===== config.mk =====
export PLATFORM = sky130hd
export DESIGN_NAME = ip_switch_sequencer
export DESIGN_NICKNAME = d
export VERILOG_FILES = /design/src/rtl/ip_switch_sequencer.sv
export SDC_FILE = /design/constraint.sdc
export NUM_CORES = 1
export LEC_CHECK = 0
export ABC_AREA = 0
export CORE_MARGIN = 2
export CORE_UTILIZATION = 29
export CTS_CLUSTER_DIAMETER = 80
export DETAILED_ROUTE_END_ITERATION = 16
export SLEW_MARGIN = 40
export SYNTH_ARGS = -nofsm -noshare
export SYNTH_HDL_FRONTEND = slang
export SYNTH_SLANG_ARGS = --single-unit

===== constraint.sdc =====
create_clock -name clock -period 2.5 [get_ports clock]
set_clock_uncertainty 0.15 [all_clocks]
set_input_delay 0.5 -clock clock [delete_from_list [all_inputs] [get_ports clock]]
set_output_delay 0.5 -clock clock [all_outputs]
set_load 0.005 [all_outputs]

===== src/rtl/ip_switch_sequencer.sv =====
// Run-time IP selection sequencer: filters the pad select, then switches the pad mux
// and per-IP resets in the order isolate -> hold resets -> select -> release -> de-isolate.
module ip_switch_sequencer #(
  parameter int NUM_IP          = 8,
  parameter int STABLE_CYCLES   = 16,
  parameter int ISO_CYCLES      = 4,
  parameter int RST_HOLD_CYCLES = 32,
  localparam int SEL_W          = (NUM_IP > 1) ? $clog2(NUM_IP) : 1
) (
  input  logic              clock,
  input  logic              reset,
  input  logic [SEL_W-1:0]  sel_i,
  output logic [SEL_W-1:0]  active_sel_o,
  output logic [NUM_IP-1:0] ip_rst_o,
  output logic              pad_iso_o,
  output logic              busy_o,
  output logic              done_o,
  output logic              err_o
);

  localparam int MAX_A = (ISO_CYCLES > RST_HOLD_CYCLES) ? ISO_CYCLES : RST_HOLD_CYCLES;
  localparam int MAX_C = (MAX_A > STABLE_CYCLES) ? MAX_A : STABLE_CYCLES;
  localparam int CNT_W = $clog2(MAX_C + 1);

  localparam logic [CNT_W-1:0] STABLE_C = CNT_W'(STABLE_CYCLES);
  localparam logic [CNT_W-1:0] ISO_END  = CNT_W'(ISO_CYCLES - 1);
  localparam logic [CNT_W-1:0] HOLD_END = CNT_W'(RST_HOLD_CYCLES - 1);
  localparam logic [SEL_W:0]   NUM_IP_V = (SEL_W + 1)'(NUM_IP);

  typedef enum logic [2:0] {
    S_BOOT,
    S_IDLE,
    S_ISOLATE,
    S_HOLD,
    S_RELEASE
  } state_t;

  logic [SEL_W-1:0]  r_sync1;
  logic [SEL_W-1:0]  r_sel_s;
  logic [SEL_W-1:0]  r_sel_q;
  logic [CNT_W-1:0]  r_scnt;
  logic [CNT_W-1:0]  r_tcnt;
  logic [SEL_W-1:0]  r_active;
  logic              r_done;
  state_t            r_state;

  state_t            w_state_nxt;
  logic              w_load_sel;
  logic              w_done_nxt;
  logic              w_iso;
  logic [NUM_IP-1:0] w_rst;
  logic [NUM_IP-1:0] w_rst_run;
  logic              w_stable;
  logic              w_inrange;
  logic              w_req;

  // Two-flop synchronizer followed by the stability filter on the select value.
  always_ff @(posedge clock or posedge reset) begin
    if (reset) begin
      r_sync1 <= '0;
      r_sel_s <= '0;
      r_sel_q <= '0;
      r_scnt  <= '0;
    end else begin
      r_sync1 <= sel_i;
      r_sel_s <= r_sync1;
      if (r_sel_s != r_sel_q) begin
        r_sel_q <= r_sel_s;
        r_scnt  <= '0;
      end else if (r_scnt != STABLE_C) begin
        r_scnt  <= r_scnt + 1'b1;
      end
    end
  end

  assign w_stable  = (r_scnt == STABLE_C);
  assign w_inrange = ({1'b0, r_sel_q} < NUM_IP_V);
  assign w_req     = w_stable && w_inrange && (r_sel_q != r_active);
  assign w_rst_run = ~(NUM_IP'(1) << r_active);

  // State register; the phase counter restarts on every state change.
  always_ff @(posedge clock or posedge reset) begin
    if (reset) begin
      r_state  <= S_BOOT;
      r_tcnt   <= '0;
      r_active <= '0;
      r_done   <= 1'b0;
    end else begin
      r_state <= w_state_nxt;
      r_done  <= w_done_nxt;
      if (w_load_sel)
        r_active <= r_sel_q;
      if (w_state_nxt != r_state)
        r_tcnt <= '0;
      else if (r_state == S_ISOLATE || r_state == S_HOLD || r_state == S_RELEASE)
        r_tcnt <= r_tcnt + 1'b1;
    end
  end

  always_comb begin
    w_state_nxt = r_state;
    w_load_sel  = 1'b0;
    w_done_nxt  = 1'b0;
    w_iso       = 1'b1;
    w_rst       = '1;
    case (r_state)
      S_BOOT: begin
        if (w_stable && w_inrange) begin
          w_state_nxt = S_HOLD;
          w_load_sel  = 1'b1;
        end
      end
      S_IDLE: begin
        w_iso = 1'b0;
        w_rst = w_rst_run;
        if (w_req)
          w_state_nxt = S_ISOLATE;
      end
      S_ISOLATE: begin
        w_rst = w_rst_run;
        if (r_tcnt == ISO_END) begin
          w_state_nxt = S_HOLD;
          w_load_sel  = 1'b1;
        end
      end
      S_HOLD: begin
        if (r_tcnt == HOLD_END)
          w_state_nxt = S_RELEASE;
      end
      S_RELEASE: begin
        w_rst = w_rst_run;
        if (r_tcnt == ISO_END) begin
          w_state_nxt = S_IDLE;
          w_done_nxt  = 1'b1;
        end
      end
      default: w_state_nxt = S_BOOT;
    endcase
  end

  assign active_sel_o = r_active;
  assign ip_rst_o     = w_rst;
  assign pad_iso_o    = w_iso;
  assign busy_o       = (r_state != S_IDLE);
  assign done_o       = r_done;
  assign err_o        = w_stable && !w_inrange;

endmodule


Word-level counts from Yosys, hierarchy flattened
Cells that the tools add are included.
- output and inout port bits: 15
- bits of input ports: 5
- memory bits (read-only): 0
- bits in latches: 0
- memories: 0
- register bits after elaboration: 28
- bits in writable memories: 0
- add/subtract/negate cells: 2
- divide/modulo/power cells: 0
- shifts and indexed selects: 1
- bitwise gates (word level): 1
- multiplexer cells: 16
- $lt $le $gt $ge: 0
- reduce and logical (&&, ||, !) cells: 7
- eq/ne operators: 12
- $mul: 0
- operators by type and width (cell ; number):
    6-bit 2-to-1 mux ; 4
    3-bit 2-to-1 mux ; 5
    3-bit case mux with 5 select lines ; 1
    6-bit by 1-bit adder with 6-bit output, second input constant ; 2
    6-bit by 5-bit equality test with 1-bit output, second input constant ; 2
    3-bit inequality test ; 3
    8-bit 2-to-1 mux ; 1
    8-bit NOT ; 1
    1-bit by 3-bit left shift with 8-bit output, first input constant ; 1
    3-bit by 2-bit equality test with 1-bit output, second input constant ; 2
    6-bit by 2-bit equality test with 1-bit output, second input constant ; 1
    6-bit by 5-bit inequality test with 1-bit output, second input constant ; 1
    1-bit 2-to-1 mux ; 4
    2-bit nonzero test ; 2
    3-bit by 1-bit equality test with 1-bit output, second input constant ; 1
    3-bit equality test, second input constant ; 1
    3-bit zero test ; 1
    3-bit by 1-bit inequality test with 1-bit output, second input constant ; 1
    3-bit OR reduction ; 1
    1-bit logical OR ; 2
    1-bit case mux with 2 select lines ; 1
    1-bit logical AND ; 1

Longest topological paths before layout
- word-level depth: 6
- gate-level depth with buffers: 7
- gate-level depth less buffers: 7

Least setup slack after synthesis
Ideal clock, no wire load.
- path kind: reg-to-reg
- start: register r_state[1]
- end: register r_tcnt[0]
- path buffers: 0
- setup slack: 0.584 ns
- stages on the path, launching flop included: 7
- arrival: 1.680 ns
- period minus slack after synthesis: 1.916 ns
- library setup time: 0.086 ns
- cell sequence: dfrtp_1 -> nor3b_4 -> inv_2 -> or4_4 -> a41oi_2 -> a31oi_1 -> nor3_1
- word-level cells in the longest chain between the ends: 4
- RTL lines (what ; RTL line ; text):
    start: declaration ; 45 ; state_t r_state;
    start signal: assignment ; 89 ; r_state <= w_state_nxt;
    3-bit equality test (tied with other cells) ; 95, 106 ;
    3-bit case mux with 5 select lines or 1-bit logical OR (tied branches) ; 106, 95 ;
    3-bit inequality test or 1-bit logical OR (tied branches) ; 93, 95 ;
    6-bit 2-to-1 mux or 2-bit nonzero test (tied branches) ; - ;
    end signal: assignment ; 96 ; r_tcnt <= r_tcnt + 1'b1;
    end: declaration ; 42 ; logic [CNT_W-1:0] r_tcnt;
Parallel ways exist; a longest one is shown, timed or not.
A chain may end at the register's enable or synchronous reset.

Worst setup path in the final report
- start: register r_state[2]
- end: output ip_rst_o[2]
- word-level cells in the longest chain between the ends: 3
- RTL lines (what ; RTL line ; text):
    3-bit by 2-bit equality test with 1-bit output (tied with other cells) ; 106 ; case (r_state)
    3-bit OR reduction (no line) (*) ; - ;
    8-bit 2-to-1 mux (*) ; 106 ;
    end: declaration ; 14 ; output logic [NUM_IP-1:0] ip_rst_o,
Every way passes the cells marked *; elsewhere a longest branch is shown, timed or not.

==> qor.log <==
INFO  status         status=complete, no violations
INFO  floorplan      floorplan.core_area=0.004817mm2
INFO  placement      place.detailed.hpwl=1967um
INFO  clocking       path_clk_slew=0.10ns
INFO  floorplan      die_area=0.005655mm2
INFO  global_routing grtUsageTotal=10.54%
INFO  critical_path  critical_path.cell_chain=xor2_1 -> o21ai_1 -> nor2_2 -> nand3b_1 -> clkdlybuf4s50_1
INFO  critical_path  critical_path.endpoint_type=primary output
INFO  finish         n_antenna_cell=0
INFO  worst_hold_path hold_end=r_sel_s[2]
INFO  finish         post-route-util=37.64%
INFO  timing         grt_setup_unrepaired=false
INFO  synthesis      ys_dominant_reg_cell=sky130_fd_sc_hd__dfrtp_1
INFO  critical_path  regToRegEndpoint=r_tcnt[2]
INFO  pwr            part_of_the_power_in_the_clock_network=41.6%
INFO  timing         maxSlewHeadroom=66.52%
INFO  synthesis      synth-edff-count=0
INFO  clocking       ctsHoldBuffers=0
INFO  pwr            seqPwrFrac=54.4%
INFO  timing         clock.fmax=427.5MHz
INFO  timing         layout_min_cycle_time=2.339ns
INFO  pwr            total_power=0.0008596W
INFO  critical_path  cp_top_family=buffers and inverters
INFO  worst_hold_path hold_path.startpoint=r_sync1[2]
INFO  synthesis      netlist.top_cell.by_area=sky130_fd_sc_hd__dfrtp_1
INFO  floorplan      num_io_pins=20
INFO  synthesis      syn-cell-area=0.001470mm2
INFO  floorplan      die_x=75.20um
INFO  synthesis      share_of_the_synthesized_area_in_the_top_cell_type=47.66%
INFO  routing        antenna_violating_nets_post_route=0
INFO  synthesis      synth.area.mux_share=2.979%
INFO  clocking       cts_max_level=1
INFO  pwr            worst_ir_drop_vdd=0.2668mV
INFO  synthesis      yosys.cell_types.count=39
INFO  pwr            p_switching=0.0001694W
INFO  synthesis      synth_seq_cells=28
INFO  finish         final_layout_size_suffix_gt1_share=10.98%
INFO  timing         final-max-slew-violation-count=0
INFO  timing         worst-slew-pin-transition=0.5022ns
INFO  pwr            powerDensity=474.1mW/mm2
INFO  synthesis      yosys.area_share.adder=2.553%
INFO  critical_path  ff2ff_path_depth=7
INFO  clocking       cts_made_buffers=3
INFO  synthesis      synth_area_leaders=sky130_fd_sc_hd__dfrtp_1 (48%), sky130_fd_sc_hd__xnor2_1 (5.4%), sky130_fd_sc_hd__xor2_1 (4.2%)
INFO  clocking       tritoncts_num_sinks=28
INFO  routing        drt-wirelength-per-cell=11.48um
INFO  synthesis      synth_net_count=155
INFO  floorplan      initial_core_util=30.52%
INFO  critical_path  critical_path.max_stage_delay=0.50ns
INFO  clocking       cts-root-buf=sky130_fd_sc_hd__clkbuf_8
INFO  routing        drt_pre_antenna_iters=4
INFO  worst_hold_path hold-path-cell-count=0
INFO  global_routing grt_start_max_net_pins=29
INFO  synthesis      asyncSetResetFlopFracSynth=100.0%
INFO  critical_path  crit_arrival=1.69ns
INFO  synthesis      largest_family_of_logic_cells_by_synthesized_area=simple AND/OR/NAND/NOR gates
INFO  placement      io_buffer_count=18
INFO  synthesis      per_instance_average_area_after_synthesis=10.00um2
INFO  finish         flow.area_growth_from_synthesis=23.32%
INFO  critical_path  worst-endpoint-required=1.85ns
INFO  synthesis      yosysWarningCount=0
INFO  timing         number_of_endpoints_failing_setup_at_the_final_stage=0
INFO  pwr            swShare=19.70%
INFO  global_routing grt_antenna_before_repair=0
INFO  global_routing grt_pass1_wl=4512um
INFO  timing         fin_tns_setup=0ns
INFO  pwr            power_report.internal_total=0.0006903W
INFO  synthesis      yosysSeqAreaShare=47.66%
INFO  finish         net_count_of_the_finished_layout=173
INFO  floorplan      row_count=25
INFO  global_routing grt_pass1_vias=974
INFO  routing        detailroute.via_count=1030
INFO  clocking       tritoncts=done
INFO  pwr            leakagePower=0.7626nW
INFO  routing        vias_per_cell=4.459
INFO  synthesis      area_fraction_in_compound_gates_after_synthesis=8.766%
INFO  timing         final.period_utilization=93.56%
INFO  timing         final-hold-violation-count=0
INFO  synthesis      synth_xor_xnor_area_share=9.532%
INFO  run            max_cap_viol_count=0
INFO  placement      place.gp.congestion=0.7492
INFO  global_routing grt.overflow.total=0
INFO  critical_path  crit-reg2reg-launch=r_state[0]
INFO  synthesis      synth_cells=147
INFO  synthesis      synth-simple-area-share=22.81%
INFO  routing        drc=0
INFO  critical_path  crit_path_top_delay_cell=sky130_fd_sc_hd__clkdlybuf4s50_1
INFO  routing        wl=2653um
INFO  worst_hold_path worst_hold_path_class=reg2reg
INFO  critical_path  buf_inv_stages_crit_path=1
INFO  pwr            combinationalPowerShare=4.0%
INFO  critical_path  worst_setup_path_category=reg2out
INFO  critical_path  critPathMaxFanout=4
INFO  critical_path  critical_path.startpoint_type=register
INFO  routing        drt_first_iter_violations=56
INFO  finish         fillerInstances=513
INFO  clocking       cts_buffer_depth=2
INFO  critical_path  reg2reg_setup_slack=0.27ns
INFO  clocking       clk-insertion-delay-late=0.28ns
INFO  floorplan      die-height=75.20um
synth_stat cells (3+ instances only):
master / n
sky130_fd_sc_hd__mux2_1: 3
sky130_fd_sc_hd__ha_1: 3
sky130_fd_sc_hd__nand2_1: 7
sky130_fd_sc_hd__nand3b_1: 5
sky130_fd_sc_hd__nor3_1: 6
sky130_fd_sc_hd__xnor2_1: 9
sky130_fd_sc_hd__clkbuf_1: 8
sky130_fd_sc_hd__nand2b_1: 7
sky130_fd_sc_hd__a21oi_1: 6
sky130_fd_sc_hd__dfrtp_1: 28
sky130_fd_sc_hd__xor2_1: 7
sky130_fd_sc_hd__inv_1: 7
sky130_fd_sc_hd__nor2_1: 12
sky130_fd_sc_hd__nand3_1: 8
cells in the final DEF, fill, tap and decap left out, types with 2 or more instances in the layout:
| cell type | count |
|---|---|
| sky130_fd_sc_hd__clkbuf_8 | 3 |
| sky130_fd_sc_hd__buf_4 | 6 |
| sky130_fd_sc_hd__nand4_1 | 2 |
| sky130_fd_sc_hd__nand3_1 | 8 |
| sky130_fd_sc_hd__xor2_1 | 7 |
| sky130_fd_sc_hd__nor2_1 | 11 |
| sky130_fd_sc_hd__a31oi_1 | 2 |
| sky130_fd_sc_hd__nand2_1 | 7 |
| sky130_fd_sc_hd__inv_1 | 7 |
| sky130_fd_sc_hd__mux2_1 | 3 |
| sky130_fd_sc_hd__a21oi_1 | 6 |
| sky130_fd_sc_hd__nand3b_1 | 5 |
| sky130_fd_sc_hd__and3_1 | 2 |
| sky130_fd_sc_hd__dlymetal6s2s_1 | 4 |
| sky130_fd_sc_hd__nor2b_1 | 2 |
| sky130_fd_sc_hd__nor3_1 | 6 |
| sky130_fd_sc_hd__o21ai_1 | 3 |
| sky130_fd_sc_hd__ha_1 | 3 |
| sky130_fd_sc_hd__dfrtp_1 | 28 |
| sky130_fd_sc_hd__nand2b_1 | 7 |
| sky130_fd_sc_hd__xnor2_1 | 9 |
| sky130_fd_sc_hd__clkdlybuf4s50_1 | 14 |
routing by layer:
layer	global-route usage [%]	up-vias	share of wire [%]
met2	15.98	10	45
met3	2.008	4	2.5
met1	14.69	488	51
li1	-	528	-
met4	4.678	0	1.7
met5	0	-	0
worst max-delay path by stage:
stage / from / end / slack [ns] / depth (start not counted)
2_1_floorplan: r_state[1] / r_tcnt[0] / 0.58 / 6
4_1_cts: r_state[0] / ip_rst_o[7] / 0.03 / 6
5_1_grt: r_state[2] / ip_rst_o[1] / 0.04 / 5
3_3_place_gp: r_state[0] / r_tcnt[1] / 0.27 / 7
6_report: r_state[2] / ip_rst_o[2] / 0.16 / 5
3_5_place_dp: r_state[0] / r_tcnt[0] / 0.28 / 7
state kept, by name, summed over array words and instances (netlist names):
register	cells
r_sync1	3
active_sel_o	3
r_sel_q	3
r_tcnt	6
done_o	1
r_state	3
r_sel_s	3
r_scnt	6
metrics by stage:
| stage | setup WS (ns) | area (um2) | hold slack, ns | std cells |
|---|---|---|---|---|
| floorplan | 0.5840 | 1470 | 0.1812 | 147 |
| global placement | 0.2687 | 1722 | 0.1817 | 226 |
| detailed placement | 0.2791 | 1722 | 0.1886 | 226 |
| CTS | 0.03070 | 1800 | 0.2112 | 231 |
| global route | 0.04170 | 1813 | 0.2238 | 231 |
| finish | 0.1609 | 1813 | 0.2093 | 231 |
power by group through the flow:
stage	logic [W]	registers, W	clock network (W)
6_report	0.0000340	0.000468	0.000358
5_1_grt	0.0000399	0.000469	0.000386
4_1_cts	0.0000354	0.000468	0.000374
3_5_place_dp	0.0000353	0.000477	0
3_3_place_gp	0.0000346	0.000477	0
2_1_floorplan	0.0000246	0.000475	0
cells by family after synthesis:
family	count (synthesis)
flip-flops	28
AO/OA/AOI/OAI	18
buffers and inverters	19
multiplexers	4
other	1
adder cells (fa/ha/maj)	3
AND/OR/NAND/NOR	58
XOR/XNOR	16
final cells by class:
type	instances	area (um2)	share of cell area (%)
repair buffers	24	235.2	12.97
clock inverters	1	30.03	1.656
multi-input cells	100	691.9	38.16
flip-flops and latches	28	700.7	38.65
well taps	67	83.83	4.624
clock buffers	3	41.29	2.277
inverters	8	30.03	1.656
what timing repair did:
item / 4_1_cts / 5_1_grt
setup endpoints to repair: 1 / 8
endpoints found under the hold margin: 0 / 0
resized for setup: 0 / 7
setup buffers: 1 / 0
Power figures use the tool's default switching activity.
